## src/rtl/freq_meter_pkg.sv

```systemverilog
// Shared types and helpers for the frequency-meter gate controller:
// state encoding, range codes and the gate-length calculation.
package freq_meter_pkg;

  typedef enum logic [2:0] {
    ST_IDLE,
    ST_CLEAR,
    ST_GATE,
    ST_SETTLE,
    ST_EVAL,
    ST_LATCH
  } state_t;

  localparam int unsigned TMR_W = 30;

  localparam logic [1:0] RNG_10MS  = 2'd0;
  localparam logic [1:0] RNG_100MS = 2'd1;
  localparam logic [1:0] RNG_1S    = 2'd2;
  localparam logic [1:0] RNG_10S   = 2'd3;
  localparam logic [1:0] RNG_RESET = RNG_1S;

  // Gate length in clk cycles: one 10 ms base period scaled by 10^range.
  function automatic logic [TMR_W-1:0] gate_len(input int unsigned clk_hz,
                                                input logic [1:0]  rng);
    logic [31:0] w_base;
    logic [31:0] w_len;
    w_base = clk_hz / 32'd100;
    case (rng)
      RNG_10MS:  w_len = w_base;
      RNG_100MS: w_len = w_base * 32'd10;
      RNG_1S:    w_len = w_base * 32'd100;
      default:   w_len = w_base * 32'd1000;
    endcase
    return w_len[TMR_W-1:0];
  endfunction

endpackage

```

## src/rtl/freq_gate_ctrl_gate_timer.sv

```systemverilog
// Loadable down counter with a zero flag; one instance times the clear,
// gate and settle phases of a measurement.
module gate_timer #(
  parameter int unsigned W = 30
) (
  input  logic         clk,
  input  logic         rst_n,
  input  logic         i_load,
  input  logic [W-1:0] i_load_val,
  output logic         o_zero
);

  logic [W-1:0] r_count;

  // Saturates at zero so a phase that overstays never wraps.
  always_ff @(posedge clk or negedge rst_n) begin
    if (!rst_n) begin
      r_count <= '0;
    end else if (i_load) begin
      r_count <= i_load_val;
    end else if (r_count != '0) begin
      r_count <= r_count - W'(1);
    end
  end

  assign o_zero = (r_count == '0);

endmodule

```

## src/rtl/freq_gate_ctrl.sv

```systemverilog
// Gate-time sequencer for a reciprocal-free frequency counter: clears the
// counter, opens the gate for the selected time, auto-ranges and latches.
module freq_gate_ctrl #(
  parameter int unsigned CLK_HZ     = 50_000_000,
  parameter int unsigned CLR_CYC    = 4,
  parameter int unsigned SETTLE_CYC = 4
) (
  input  logic       clk,
  input  logic       rst_n,
  input  logic       i_start,
  input  logic       i_cont,
  input  logic [1:0] i_range_sel,
  input  logic       i_auto_rng,
  input  logic       i_cnt_ovf,
  input  logic       i_cnt_low,
  output logic       o_gate,
  output logic       o_cnt_clr,
  output logic       o_latch,
  output logic       o_busy,
  output logic [1:0] o_range_out,
  output logic       o_ovf_flag
);

  import freq_meter_pkg::*;

  localparam logic [TMR_W-1:0] CLR_LOAD    = TMR_W'(CLR_CYC - 1);
  localparam logic [TMR_W-1:0] SETTLE_LOAD = TMR_W'(SETTLE_CYC - 1);

  state_t           r_state;
  state_t           w_nextState;
  logic [1:0]       r_range;
  logic [1:0]       w_nextRange;
  logic             r_ovfFlag;
  logic             w_nextOvf;
  logic             r_gate;
  logic             r_cntClr;
  logic             r_latch;
  logic             r_busy;
  logic             r_rdy;
  logic             w_tmrLoad;
  logic [TMR_W-1:0] w_tmrVal;
  logic             w_tmrZero;

  gate_timer #(.W(TMR_W)) u_timer (
    .clk        (clk),
    .rst_n      (rst_n),
    .i_load     (w_tmrLoad),
    .i_load_val (w_tmrVal),
    .o_zero     (w_tmrZero)
  );

  // Outputs are registered from the next state so they line up with it.
  always_ff @(posedge clk or negedge rst_n) begin
    if (!rst_n) begin
      r_state   <= ST_IDLE;
      r_range   <= RNG_RESET;
      r_ovfFlag <= 1'b0;
      r_gate    <= 1'b0;
      r_cntClr  <= 1'b0;
      r_latch   <= 1'b0;
      r_busy    <= 1'b0;
      r_rdy     <= 1'b0;
    end else begin
      r_state   <= w_nextState;
      r_range   <= w_nextRange;
      r_ovfFlag <= w_nextOvf;
      r_gate    <= (w_nextState == ST_GATE);
      r_cntClr  <= (w_nextState == ST_CLEAR);
      r_latch   <= (w_nextState == ST_LATCH);
      r_busy    <= (w_nextState != ST_IDLE);
      r_rdy     <= 1'b1;
    end
  end

  always_comb begin
    w_nextState = r_state;
    w_nextRange = r_range;
    w_nextOvf   = r_ovfFlag;
    w_tmrLoad   = 1'b0;
    w_tmrVal    = CLR_LOAD;
    case (r_state)
      ST_IDLE: begin
        // r_rdy holds off requests until the second edge after reset release.
        if (r_rdy && (i_start || i_cont)) begin
          w_nextState = ST_CLEAR;
          w_tmrLoad   = 1'b1;
          w_tmrVal    = CLR_LOAD;
          if (!i_auto_rng) begin
            w_nextRange = i_range_sel;
          end
        end
      end
      ST_CLEAR: begin
        if (w_tmrZero) begin
          w_nextState = ST_GATE;
          w_tmrLoad   = 1'b1;
          w_tmrVal    = gate_len(CLK_HZ, r_range) - TMR_W'(1);
        end
      end
      ST_GATE: begin
        if (w_tmrZero) begin
          w_nextState = ST_SETTLE;
          w_tmrLoad   = 1'b1;
          w_tmrVal    = SETTLE_LOAD;
        end
      end
      ST_SETTLE: begin
        if (w_tmrZero) begin
          w_nextState = ST_EVAL;
        end
      end
      ST_EVAL: begin
        if (i_auto_rng && i_cnt_ovf && (r_range != RNG_10MS)) begin
          w_nextState = ST_CLEAR;
          w_nextRange = r_range - 2'd1;
          w_tmrLoad   = 1'b1;
          w_tmrVal    = CLR_LOAD;
        end else if (i_auto_rng && !i_cnt_ovf && i_cnt_low && (r_range != RNG_10S)) begin
          w_nextState = ST_CLEAR;
          w_nextRange = r_range + 2'd1;
          w_tmrLoad   = 1'b1;
          w_tmrVal    = CLR_LOAD;
        end else begin
          w_nextState = ST_LATCH;
          w_nextOvf   = i_cnt_ovf;
        end
      end
      ST_LATCH: begin
        if (i_cont) begin
          w_nextState = ST_CLEAR;
          w_tmrLoad   = 1'b1;
          w_tmrVal    = CLR_LOAD;
        end else begin
          w_nextState = ST_IDLE;
        end
      end
      default: begin
        w_nextState = ST_IDLE;
      end
    endcase
  end

  assign o_gate      = r_gate;
  assign o_cnt_clr   = r_cntClr;
  assign o_latch     = r_latch;
  assign o_busy      = r_busy;
  assign o_range_out = r_range;
  assign o_ovf_flag  = r_ovfFlag;

endmodule

```

## config.mk

```make
export PLATFORM = sky130hd
export DESIGN_NAME = freq_gate_ctrl
export DESIGN_NICKNAME = d
export VERILOG_FILES = /design/src/rtl/freq_meter_pkg.sv /design/src/rtl/freq_gate_ctrl_gate_timer.sv /design/src/rtl/freq_gate_ctrl.sv
export SDC_FILE = /design/constraint.sdc
export NUM_CORES = 1
export LEC_CHECK = 0
export BUFFER_PORTS_ARGS = -buffer_cell sky130_fd_sc_hd__buf_2
export CORE_ASPECT_RATIO = 2
export CORE_MARGIN = 1.5
export CORE_UTILIZATION = 35
export CTS_BUF_LIST = sky130_fd_sc_hd__clkbuf_2
export CTS_CLUSTER_DIAMETER = 120
export DETAILED_ROUTE_END_ITERATION = 7
export PLACE_DENSITY = 0.48
export SYNTH_ARGS = -nofsm -noshare
export SYNTH_HDL_FRONTEND = slang
export SYNTH_SLANG_ARGS = --single-unit
```

## constraint.sdc

```tcl
create_clock -name clk -period 2.9 [get_ports clk]
set_input_delay 0.29 -clock clk [delete_from_list [all_inputs] [get_ports clk]]
set_output_delay 0.29 -clock clk [all_outputs]
set_load 0.05 [all_outputs]
```

== Word-level counts from Yosys, hierarchy flattened ==
Cells that the tools add are included.

* Bitwise logic cells: 2
* Add/sub/neg operators: 4
* Eq/ne operators: 14
* Mux-type cells: 26
* Reductions and logical operators: 19

{| class="wikitable"
|+ Operator list
! kind !! count
|-
| two-way mux 30 bit || 6
|-
| one-hot mux 29 bit (3 select lines) || 1
|-
| subtractor 30 x 1 -> 30 bit, second input constant || 2
|-
| zero test 30 bit || 1
|-
| nonzero test 30 bit || 1
|-
| two-way mux 3 bit || 6
|-
| one-hot mux 3 bit (6 select lines) || 1
|-
| == test 3 x 2 -> 1 bit, second input constant || 3
|-
| == test 3 bit, second input constant || 3
|-
| two-way mux 2 bit || 4
|-
| == test 3 x 1 -> 1 bit, second input constant || 2
|-
| logical AND 1 bit || 6
|-
| two-way mux 1 bit || 6
|-
| != test 2 bit, second input constant || 3
|-
| nonzero test 2 bit || 3
|-
| one-hot mux 1 bit (4 select lines) || 1
|-
| one-hot mux 2 bit (2 select lines) || 1
|-
| AND reduction 4 bit || 1
|-
| zero test 3 bit || 1
|-
| != test 3 bit, second input constant || 1
|-
| AND reduction 3 bit || 1
|-
| nonzero test 3 bit || 1
|-
| adder 2 x 1 -> 2 bit, second input constant || 1
|-
| == test 2 x 1 -> 1 bit, second input constant || 1
|-
| other kinds (7) || 8
|}

* Output and inout bits: 7
* Logic and storage cells: 74
* Register bits after elaboration: 41

== Longest topological paths before layout ==
* Depth in word-level cells: 8
* Mapped depth: 9

== By module ==
A second synthesis with hierarchy kept.

* Cell total of the unflattened synthesis: 282
* Area, all modules: 2596.2 µm²

{| class="wikitable"
|+ Modules (own cells, without submodules)
! module !! instances !! seq. area each (µm²) !! cells each !! area each (µm²)
|-
| gate_timer || 1 || 750.7 || 200 || 1811.7
|-
| freq_gate_ctrl || 1 || 276.5 || 82 || 784.5
|}

== Worst setup path after synthesis ==
Ideal clock, no wire load.

* Path kind: register to register
* Start: register u_timer.r_count[25]
* End: register u_timer.r_count[19]
* Clock period less this slack: 2.657 ns
* Buffers on the path: 0
* Setup time: 0.123 ns
* Cell stages (with the launch flop): 7
* Data required time: 2.777 ns
* Path slack: 0.243 ns
* Data arrival time: 2.534 ns
* Cell sequence: dfrtp_1 -> or4_4 -> or4_4 -> or4b_4 -> nor3_4 -> a21oi_1 -> o2bb2a_2

* Cells in the longest elaborated chain, start to end: 4
* Elaborated cells on any way between the ends: 8

{| class="wikitable"
|+ RTL lines
! what !! RTL line !! text
|-
| from (decl) || freq_gate_ctrl_gate_timer.sv:13 || <nowiki>logic [W-1:0] r_count;</nowiki>
|-
| from (signal assigned) || freq_gate_ctrl_gate_timer.sv:20 || <nowiki>r_count <= i_load_val;</nowiki>
|-
| from (signal assigned) || freq_gate_ctrl_gate_timer.sv:22 || <nowiki>r_count <= r_count - W'(1);</nowiki>
|-
| zero test 30 bit || freq_gate_ctrl_gate_timer.sv:26 || <nowiki>assign o_zero = (r_count == '0);</nowiki>
|-
| two-way mux 1 bit or two-way mux 30 bit (tied branches) || freq_gate_ctrl.sv:94, freq_gate_ctrl.sv:101 ||
|-
| one-hot mux 1 bit (4 select lines) or two-way mux 30 bit (tied branches) || -- ||
|-
| two-way mux 30 bit or nonzero test 2 bit (tied branches) || -- ||
|}

Parallel ways exist; a longest one is shown, timed or not.
A chain may end at the register's enable or synchronous reset.

== Final worst setup path ==
* Start: register u_timer.r_count[25]
* End: register u_timer.r_count[23]

Same word-level chain as after synthesis.

==> reports/results.ini <==
[placement]
portBuffers = 15
gp_congestion = 0.8802
dpl.hpwl_um = 5506
placed_cell_area_um2 = 2895
dp.cells = 401

[critical_path]
setup.worst_path.end_class = flop
worst_r2r_path_depth = 7
cp_max_fo = 7
arrival_ps = 3090
crit_type = flop to flop
startpoint_type = flop
worstPathRequired_ps = 3260

[timing]
setup_violations = 0
clock.fmax_ghz = 0.3657
worstMarginPinSlew_ps = 964.8
drv_slew = 0
hold_viol = 0
slew_headroom_pct = 35.68
tns_ps = 0
period_share_pct = 94.31
rsz0062_at_grt = false
fin_crit_ps = 2735
fin_worst_skew_ps = 28.08

[global_routing]
grt_max_degree = 42
antenna_found_initial = 0
grt_pass1_wl_um = 11590
grt_pass1_vias = 2240
grt_usage_pct = 20.10
grt_overflow = 0

[synthesis]
synth_edf_count = 0
seq_area_frac_synth_pct = 41.05
synth_warnings = 0
yosysMostFrequentCell = nand2_1
synth_top_area_cell = dfrtp_1
synth-main-ff-cell = dfrtp_1
yosys-top-cells-count = nand2_1 (42), dfrtp_1 (40), a21oi_1 (18), nor2_1 (18)
netlist_area_um2 = 2502
async_reset_ff_share_pct = 100.0
syn-instance-count = 274
netlist.area_leader.share_pct = 40.00
yosysUniqueCellTypes = 50
ys_ff_latch = 41
avgSynthCellArea_um2 = 9.133
synthTopCellsByArea = dfrtp_1 (40%), nand2_1 (6.3%), ha_1 (5.0%), xnor2_1 (4.6%), xor2_1 (4.6%)
synthesis.nets = 293

[detailed_routing]
routed_wl_um = 7055
first_pass_iters = 4
drtAntennaViolNets = 0
vias = 2187
drt_iter0_drc = 96
wl_per_cell_um = 17.17
drc = 0
via_per_inst = 5.321

[cts]
cts_made_buffers = 5
clockBufferDepth = 2
cts_tree = done
cts.sinks = 41
clk_latency_ps = 440
htree_levels = 2
cts.reportedPaths.clkPinSlew_ps = 230
clock-root-buffer = clkbuf_2

[floorplan]
die_h_um = 122.6
coreArea_um2 = 6940
start_util_pct = 36.06
die_area_um2 = 7697
die_w_um = 62.79
io-pin-count = 16
fp-row-count = 43

[pwr]
p_per_area_nw_per_um2 = 913.0
ir_worst_vdd_mv = 0.4631
fin_total_pwr_mw = 2.729
p_leak_nw = 1.438

[cells_and_area]
diodes = 0
area_growth_pct = 19.45
finalInstanceArea_um2 = 2989
fin_nets = 339
drive_gt1_share_pct = 22.12
nFillCells = 700
fin_cells = 411
post-route-util_pct = 43.07

[hold_path]
worstHoldPathCells = 2
hold_path_class = input port to flop

[job]
maxCapViolCount = 0

[status]
status = completed

## cell families after synthesis
family                     count (synthesis)  synth area share (%)
buffers and inverters                     18                 2.800
AOI/OAI and AO/OA                         51                 12.95
DFF                                       41                 41.05
muxes                                      3                 1.250
and+or+nand+nor                          124                 27.70
adders and majority gates                 10                 5.000
other                                      1                0.1499
xor gates and xnor gates                  26                 9.100
## worst max-delay path: stages, from the launching register on
cell,delay [ps]
dfrtp_1,430
or4_4,540
or4_4,480
or4b_4,580
nor3_4,260
buf_12,150
o21ai_1,60
a21oi_1,160
## what timing repair did
action / 4_1_cts / 5_1_grt
hold buffers: 1 / 0
resized for setup: 0 / 3
buffers inserted: 0 / 1
setup endpoints to repair: 0 / 4
endpoints found under the hold margin: 23 / 0
## state kept, by name, summed over array words and instances, names as in the netlist
signal	count
o_latch	1
o_gate	1
o_cnt_clr	1
o_busy	1
o_range_out	2
o_ovf_flag	1
r_rdy	1
u_timer.r_count	30
r_state	3
## per-stage QoR
step	worst slack (ps)	hold slack, ps
after floorplan	243.1	-5.591
after global placement	113.2	486.3
after detailed placement	74.95	490.7
after CTS	60.88	62.77
after global routing	35.27	43.35
final	165.1	86.41
## cells in the final DEF (no fill, tap or decap), types with 10 or more instances in the layout
master / count
nand2_1: 42
dfrtp_1: 40
buf_4: 30
nor2_1: 17
a21oi_1: 17
buf_2: 15
xnor2_1: 13
xor2_1: 13
nor3_1: 11
o21ai_0: 11
inv_1: 10
ha_1: 10
## layout make-up
type | instances | area [um^2] | share of cell area (%)
Tap cell | 90 | 112.6 | 3.767
Multi-Input combinational cell | 215 | 1416 | 47.38
Sequential cell | 41 | 1027 | 34.37
Clock buffer | 6 | 30.03 | 1.005
Inverter | 10 | 37.54 | 1.256
Clock inverter | 2 | 35.03 | 1.172
Timing Repair Buffer | 47 | 330.3 | 11.05
## metal layers
metal	up-vias	share of wire [%]	wire length, um	GRT usage, %
li1	1066	-	-	-
met1	1053	35	2470	19.88
met2	54	59	4131	40.59
met3	14	3.2	228	2.841
met4	0	3.2	225	8.472
met5	-	0	0	0
## final timing paths
path                                          start             endpoint  slack [ps]
worst max-delay path            u_timer.r_count[25]  u_timer.r_count[23]         170
worst min-delay path                      i_cnt_ovf           o_ovf_flag          90
worst max register to register  u_timer.r_count[25]  u_timer.r_count[23]         170
worst min register to register           r_state[1]            o_cnt_clr         510
max in group asynchronous                     rst_n   u_timer.r_count[7]        1770
min in group asynchronous                     rst_n   u_timer.r_count[3]         520
## where the power goes
group	total (mW)	switching (mW)	leakage, nW	internal [mW]
Sequential	0.952	0.190	0.526	0.762
Combinational	1.43	0.830	0.869	0.599
Clock	0.347	0.199	0.0430	0.148
Total	2.73	1.22	1.44	1.51
Note: power is estimated with default switching activity, not from simulation.
